===== config.mk =====
export PLATFORM = sky130hd
export DESIGN_NAME = s2p_stream_flat
export DESIGN_NICKNAME = d
export VERILOG_FILES = /design/src/rtl/s2p_stream_if.sv /design/src/rtl/s2p_stream.sv /design/src/flat_wrapper.sv
export SDC_FILE = /design/constraint.sdc
export NUM_CORES = 1
export LEC_CHECK = 0
export ABC_AREA = 1
export BUFFER_PORTS_ARGS = -buffer_cell sky130_fd_sc_hd__buf_4
export CAP_MARGIN = 40
export CELL_PAD_IN_SITES_DETAIL_PLACEMENT = 1
export CELL_PAD_IN_SITES_GLOBAL_PLACEMENT = 2
export CORE_MARGIN = 5
export CORE_UTILIZATION = 35
export DETAILED_ROUTE_END_ITERATION = 7
export PLACE_DENSITY_LB_ADDON = 0.3
export SETUP_SLACK_MARGIN = 0.05
export SLEW_MARGIN = 10
export SYNTH_ARGS = -nofsm -noshare
export SYNTH_HDL_FRONTEND = slang
export SYNTH_SLANG_ARGS = --single-unit

===== constraint.sdc =====
create_clock -name clk -period 5.5 [get_ports clk]
set_input_delay 0.55 -clock clk [delete_from_list [all_inputs] [get_ports clk]]
set_output_delay 0.55 -clock clk [all_outputs]
set_load 0.02 [all_outputs]

===== src/rtl/s2p_stream_if.sv =====
// Signal bundle for s2p_stream: serial beat input side and output word FIFO side.
// The producer/consumer (master) drives beats and dout_ready; the converter (slave) drives the rest.
interface s2p_stream_if #(
  parameter int WIDTH = 10,
  parameter int LANES = 1,
  parameter int DEPTH = 2
) ();
  logic                       en;
  logic                       sync;
  logic [LANES-1:0]           din;
  logic                       msb_first;
  logic [WIDTH-1:0]           dout;
  logic                       dout_valid;
  logic                       dout_ready;
  logic [$clog2(DEPTH+1)-1:0] level;
  logic                       sync_err;
  logic                       overflow;

  modport master (output en, sync, din, msb_first, dout_ready,
                  input  dout, dout_valid, level, sync_err, overflow);
  modport slave  (input  en, sync, din, msb_first, dout_ready,
                  output dout, dout_valid, level, sync_err, overflow);
endinterface


===== src/rtl/s2p_stream.sv =====
// Serial-to-parallel word assembler with sync-based framing and a small output FIFO.
// Words are captured LANES bits per beat, in LSB- or MSB-first order latched at beat 0.
module s2p_stream #(
  parameter int WIDTH = 10,
  parameter int LANES = 1,
  parameter int DEPTH = 2
) (
  input logic         clk,
  input logic         rst,
  s2p_stream_if.slave bus
);
  localparam int BEATS = WIDTH / LANES;
  localparam int BW    = (BEATS > 1) ? $clog2(BEATS) : 1;
  localparam int AW    = (DEPTH > 1) ? $clog2(DEPTH) : 1;
  localparam int LW    = $clog2(DEPTH + 1);
  localparam int SW    = $clog2(WIDTH) + 1;
  localparam logic [BW-1:0] LAST = BW'(BEATS - 1);

  typedef enum logic {HUNT = 1'b0, RECV = 1'b1} state_t;

  state_t           state_q, state_d;
  logic [BW-1:0]    bcnt_q, bcnt_d;
  logic [WIDTH-1:0] word_q, word_d;
  logic             msb_q, msb_d;
  logic             sync_err_q, sync_err_d;
  logic             overflow_q, overflow_d;

  logic             capture;
  logic             complete;
  logic             msb_eff;
  logic             push;
  logic [BW-1:0]    idx;
  logic [SW-1:0]    shamt;
  logic [WIDTH-1:0] base_word;
  logic [WIDTH-1:0] grp_mask;
  logic [WIDTH-1:0] cap_word;

  logic [WIDTH-1:0] mem_q [DEPTH];
  logic [AW-1:0]    wr_ptr_q, wr_ptr_d;
  logic [AW-1:0]    rd_ptr_q, rd_ptr_d;
  logic [LW-1:0]    count_q, count_d;
  logic             full;
  logic             pop;
  logic             push_ok;

  // Capture state register
  always_ff @(posedge clk) begin
    if (rst) begin
      state_q    <= HUNT;
      bcnt_q     <= '0;
      word_q     <= '0;
      msb_q      <= 1'b0;
      sync_err_q <= 1'b0;
    end else begin
      state_q    <= state_d;
      bcnt_q     <= bcnt_d;
      word_q     <= word_d;
      msb_q      <= msb_d;
      sync_err_q <= sync_err_d;
    end
  end

  // Next-state: any captured sync beat restarts the word at beat 0
  always_comb begin
    capture   = bus.en && ((state_q == RECV) || bus.sync);
    idx       = bus.sync ? '0 : bcnt_q;
    msb_eff   = (idx == '0) ? bus.msb_first : msb_q;
    shamt     = msb_eff ? SW'((BEATS - 1 - int'(idx)) * LANES) : SW'(int'(idx) * LANES);
    grp_mask  = WIDTH'({LANES{1'b1}}) << shamt;
    base_word = (idx == '0) ? '0 : word_q;
    cap_word  = (base_word & ~grp_mask) | (WIDTH'(bus.din) << shamt);
    complete  = capture && (idx == LAST);

    state_d = state_q;
    bcnt_d  = bcnt_q;
    word_d  = word_q;
    msb_d   = msb_q;
    if (capture) begin
      state_d = RECV;
      msb_d   = msb_eff;
      bcnt_d  = complete ? '0 : idx + 1'b1;
      word_d  = complete ? '0 : cap_word;
    end
  end

  // Capture outputs: misalignment pulse and word push request
  always_comb begin
    sync_err_d = capture && (state_q == RECV) && bus.sync && (bcnt_q != '0);
    push       = complete;
  end

  // FIFO control; a push into a full FIFO succeeds only if the head leaves the same cycle
  always_comb begin
    full       = (count_q == LW'(DEPTH));
    pop        = (count_q != '0) && bus.dout_ready;
    push_ok    = push && (!full || pop);
    wr_ptr_d   = push_ok ? wr_ptr_q + 1'b1 : wr_ptr_q;
    rd_ptr_d   = pop ? rd_ptr_q + 1'b1 : rd_ptr_q;
    count_d    = count_q + LW'(push_ok) - LW'(pop);
    overflow_d = overflow_q || (push && !push_ok);
  end

  always_ff @(posedge clk) begin
    if (rst) begin
      wr_ptr_q   <= '0;
      rd_ptr_q   <= '0;
      count_q    <= '0;
      overflow_q <= 1'b0;
    end else begin
      wr_ptr_q   <= wr_ptr_d;
      rd_ptr_q   <= rd_ptr_d;
      count_q    <= count_d;
      overflow_q <= overflow_d;
    end
  end

  always_ff @(posedge clk) begin
    if (!rst && push_ok) begin
      mem_q[wr_ptr_q] <= cap_word;
    end
  end

  assign bus.dout       = (count_q != '0) ? mem_q[rd_ptr_q] : '0;
  assign bus.dout_valid = (count_q != '0);
  assign bus.level      = count_q;
  assign bus.sync_err   = sync_err_q;
  assign bus.overflow   = overflow_q;

endmodule

===== src/flat_wrapper.sv =====
// flat-port wrapper written by rule: the top's interface ports become plain ports
module s2p_stream_flat 
#(
  parameter int WIDTH = 10,
  parameter int LANES = 1,
  parameter int DEPTH = 2
)
  (clk, rst, bus_en, bus_sync, bus_din, bus_msb_first, bus_dout_ready, bus_dout, bus_dout_valid, bus_level, bus_sync_err, bus_overflow);
  s2p_stream_if #(.WIDTH(WIDTH), .LANES(LANES), .DEPTH(DEPTH)) bus_i ();
  input logic clk;
  input logic rst;
  input wire logic [$bits(bus_i.en)-1:0] bus_en;
  input wire logic [$bits(bus_i.sync)-1:0] bus_sync;
  input wire logic [$bits(bus_i.din)-1:0] bus_din;
  input wire logic [$bits(bus_i.msb_first)-1:0] bus_msb_first;
  input wire logic [$bits(bus_i.dout_ready)-1:0] bus_dout_ready;
  output wire logic [$bits(bus_i.dout)-1:0] bus_dout;
  output wire logic [$bits(bus_i.dout_valid)-1:0] bus_dout_valid;
  output wire logic [$bits(bus_i.level)-1:0] bus_level;
  output wire logic [$bits(bus_i.sync_err)-1:0] bus_sync_err;
  output wire logic [$bits(bus_i.overflow)-1:0] bus_overflow;
  assign bus_i.en = bus_en;
  assign bus_i.sync = bus_sync;
  assign bus_i.din = bus_din;
  assign bus_i.msb_first = bus_msb_first;
  assign bus_i.dout_ready = bus_dout_ready;
  assign bus_dout = bus_i.dout;
  assign bus_dout_valid = bus_i.dout_valid;
  assign bus_level = bus_i.level;
  assign bus_sync_err = bus_i.sync_err;
  assign bus_overflow = bus_i.overflow;
  s2p_stream #(.WIDTH(WIDTH), .LANES(LANES), .DEPTH(DEPTH)) u_core (.clk(clk), .rst(rst), .bus(bus_i));
endmodule

==> results.txt <==
----------------------------------------------------
[Clocking]
  Clock tree from TritonCTS ... built
  CTS Sinks ... 43
  Setup bufs post-CTS ... 0
  Buffer cell driving the clock tree root ... sky130_fd_sc_hd__clkbuf_8
  Number of CTS-inserted buffers ... 5
  Number of H-tree levels ... 2
  Clock network latency to the later pin of the worst-skew pair ... about 0.29 ns
  Maximum clock path buffer count ... 2
  Resized Gates After CTS ... 0
  Number of hold buffers added after CTS ... 0
  Reg clk slew, reported paths ... around 0.08 ns

[Global route]
  Grt ovf ... 0
  Global-route met3 utilization ... 2.29%
  Wire length of the first global-routing pass ... ~8800 µm
  Routing usage on met2 ... between 20% and 30%
  Initial antenna violation count ... 0
  Met1 layer usage reported by global route ... between 10% and 20%
  Largest net degree at the start of global routing ... 23
  Busiest layer in global routing ... met2
  Global-route total usage across every layer ... roughly an eighth
  Number of global-route vias before repair ... 1882

[Synth]
  Ranking of synthesized cells by area ... sky130_fd_sc_hd__edfxtp_1, sky130_fd_sc_hd__dfxtp_1, sky130_fd_sc_hd__nand2_1
  Share of cell area taken by muxes after synthesis ... 0%
  Parity-gate share of the synthesized area counting xor and xnor cells ... 0.749%
  Post-synthesis simple-gate area fraction ... 34.3%
  Register bit total from synthesis ... between 40 and 50
  Number of instances in the synthesized netlist ... around 290
  Area share of the largest cell type after synthesis ... between 20% and 30%
  Commonest register cell after synthesis ... sky130_fd_sc_hd__dfxtp_1
  Cell type with the highest aggregate area in the netlist ... sky130_fd_sc_hd__edfxtp_1
  Area fraction in compound gates after synthesis ... around 9.1%
  Yosys cell types ... 30
  Synthesis warning total ... 0
  Area of the mapped netlist ... approximately 0.0023 mm²
  Most numerous cell in the Yosys netlist ... sky130_fd_sc_hd__nand2_1
  Number of nets produced by synthesis ... 301
  Seq/Total Area, Yosys ... a little under half
  Post-synth EDFFs ... 20
  Main combinational cell family by area after synthesis ... simple AND/OR/NAND/NOR gates
  Adder-cell share of the synthesized area ... ~3.7%
  Leading post-synthesis cells by instance count ... sky130_fd_sc_hd__nand2_1, sky130_fd_sc_hd__inv_1, sky130_fd_sc_hd__a21oi_1, sky130_fd_sc_hd__dfxtp_1, sky130_fd_sc_hd__nor2_1
  Syn Area/Cell ... ~8 µm²
  Share of synthesized flip-flops with an asynchronous set or reset ... 0%

[Timing]
  Setup clock skew after layout ... ~0.011 ns
  Setup repair after global routing missed its margin ... false
  Final number of max-transition violations ... 0
  Ratio of final minimum period to clock period ... roughly 45%
  Post-Route Setup TNS ... 0 ns
  Minimum clock period ... between 2 and 2.5 ns
  Achievable clock frequency ... just over 400 MHz
  Worst rel slew slack ... between 40% and 50%
  Setup slack after layout ... about 3.0 ns
  Count of endpoints failing setup in the final report ... 0
  Final Hold Fails ... 0
  Least-Margin Pin Slew ... 0.847 ns

[Layout]
  Final nets ... about 320
  Sequential Area ... between 0.001 and 0.0015 mm²
  Filler cell count in the final layout ... slightly above 800
  Synth-to-layout area growth ... 13.6%
  Core utilization of the finished layout ... between 40% and 50%
  Fraction of final layout cells with drive strength greater than 1 ... between 20% and 30%
  Number of antenna repair diodes ... 0
  Area of the multi-input gates ... about 0.0011 mm²
  Final std cell area, no fill ... between 0.002 and 0.003 mm²

[Drt]
  DRC Markers ... 0
  Residual antenna-violating net count after detailed routing ... 0
  WL per Instance ... ~13 µm
  Number of DRC markers after the initial detailed-route iteration ... 56
  Final WL ... between 5000 and 6000 µm
  Via count ... between 1500 and 2000
  Drt via density ... ~4.7
  Router iterations before antenna repair ... 4

[Die]
  Standard cell core area ... between 0.006 and 0.007 mm²
  Number of placement rows ... 29
  Initial cell density of the core ... 36.4%
  Overall die height ... roughly 92 µm
  I/O pin count ... 22
  Horizontal extent of the die ... ~90 µm
  Die area ... between 0.008 and 0.009 mm²

[Setup path]
  Kind of capture point of the worst setup path ... flop
  Setup slack of the worst register-to-register path ... 3.03 ns
  Setup crit start kind ... flop
  Crit Path Class ... flop to flop
  Data required time at the worst endpoint ... around 5.5 ns
  Launch point of the worst reg-to-reg path ... u_core.bcnt_q[1]
  Data arrival time of the critical path ... around 2.5 ns
  Biggest fanout along the worst timing path ... 8
  Destination of the worst register-to-register timing path ... u_core.mem_q[1][4]
  End point of the critical path ... u_core.mem_q[1][4]
  Count of cells along the worst register-to-register path ... 11
  Worst Setup SP ... u_core.bcnt_q[1]

[Status]
  Status ... finished clean

[Pwr]
  Total power draw ... 0.667 mW
  Static Leak ... 1.16 nW
  Pwr dens ... about 250 mW/mm²
  Maximum resistive drop on vdd ... around 0.095 mV

[Flow run]
  Max-cap violations ... 0

[Placement]
  Instance area after placement ... 0.00257 mm²
  Port-buffer cells ... 21
  GP Congestion ... between 0.7 and 0.8
  HPWL after detailed placement ... about 4000 µm
  Post-Place Worst Slack ... 2.75 ns

[Min path]
  Tightest Hold Check Type ... flop to flop

----------------------------------------------------
[routing by layer]
metal	wire, µm	vias to the layer above
li1	-	965
met1	2390	821
met2	2410	20
met3	120	8
met4	91	0
met5	0	-
[flip-flops by register name, indices dropped and copies added (netlist names), 2 cells and up, named ones only]
name              flops
u_core.mem_q         20
u_core.bcnt_q         4
u_core.word_q        10
u_core.bus.level      2
[layout make-up]
type	count	area share [%]
Clock buffer	6	2.73
Clock inverter	2	0.471
Inverter	35	4.95
Multi-Input combinational cell	203	42.1
Sequential cell	43	40.0
Tap cell	77	3.63
Timing Repair Buffer	22	6.13
[where the power goes]
part / internal, mW / switching (mW) / total (mW)
combinational: 0.0418 / 0.0822 / 0.124
clock: 0.0888 / 0.106 / 0.195
sequential: 0.340 / 0.00760 / 0.348
[worst max-delay path: stages (launching register included)]
cell and delay (ns):
sky130_fd_sc_hd__dfxtp_1 0.39, sky130_fd_sc_hd__inv_1 0.07, sky130_fd_sc_hd__nor2_2 0.29, sky130_fd_sc_hd__inv_1 0.21, sky130_fd_sc_hd__ha_1 0.25, sky130_fd_sc_hd__ha_1 0.30, sky130_fd_sc_hd__nand3_1 0.13, sky130_fd_sc_hd__nand3_4 0.14
sky130_fd_sc_hd__nor2_8 0.17, sky130_fd_sc_hd__nand3_1 0.11, sky130_fd_sc_hd__nand2_1 0.12, sky130_fd_sc_hd__inv_1 0.06
[stage by stage]
step,cells,hold WS (ns)
after floorplan,287,0.425
after global placement,379,0.437
after detailed placement,380,0.451
after CTS,388,0.465
after global routing,388,0.490
final,388,0.463
[cell usage in the layout, fill, tap and decap left out, types with 3 or more instances in the layout]
cell	n
sky130_fd_sc_hd__nand3_1	18
sky130_fd_sc_hd__a21oi_1	23
sky130_fd_sc_hd__inv_1	32
sky130_fd_sc_hd__nand2_4	6
sky130_fd_sc_hd__nor2_2	3
sky130_fd_sc_hd__ha_1	7
sky130_fd_sc_hd__nand2_2	11
sky130_fd_sc_hd__buf_4	21
sky130_fd_sc_hd__nor3_2	3
sky130_fd_sc_hd__edfxtp_1	20
sky130_fd_sc_hd__a21oi_2	5
sky130_fd_sc_hd__nor2_1	21
sky130_fd_sc_hd__nand2_1	86
sky130_fd_sc_hd__o21ai_0	4
sky130_fd_sc_hd__dfxtp_1	23
sky130_fd_sc_hd__clkbuf_8	5
[logic make-up (layout without fill, tap and decap cells)]
kind of cell | Yosys count | after routing
adders and majority gates | 7 | 7
AOI/OAI and AO/OA | 36 | 36
and+or+nand+nor | 158 | 158
buffers and inverters | 41 | 65
DFF | 43 | 43
xor gates and xnor gates | 2 | 2
[worst min path at each step]
stage | from | end | cells past startpoint
6_report | u_core.rd_ptr_q | u_core.rd_ptr_q | 1
3_5_place_dp | u_core.rd_ptr_q | u_core.rd_ptr_q | 1
4_1_cts | u_core.rd_ptr_q | u_core.rd_ptr_q | 1
2_1_floorplan | u_core.rd_ptr_q | flop | 1
3_3_place_gp | u_core.rd_ptr_q | u_core.rd_ptr_q | 1
5_1_grt | u_core.rd_ptr_q | u_core.rd_ptr_q | 1
No activity file was read; power rests on OpenSTA's default activity.
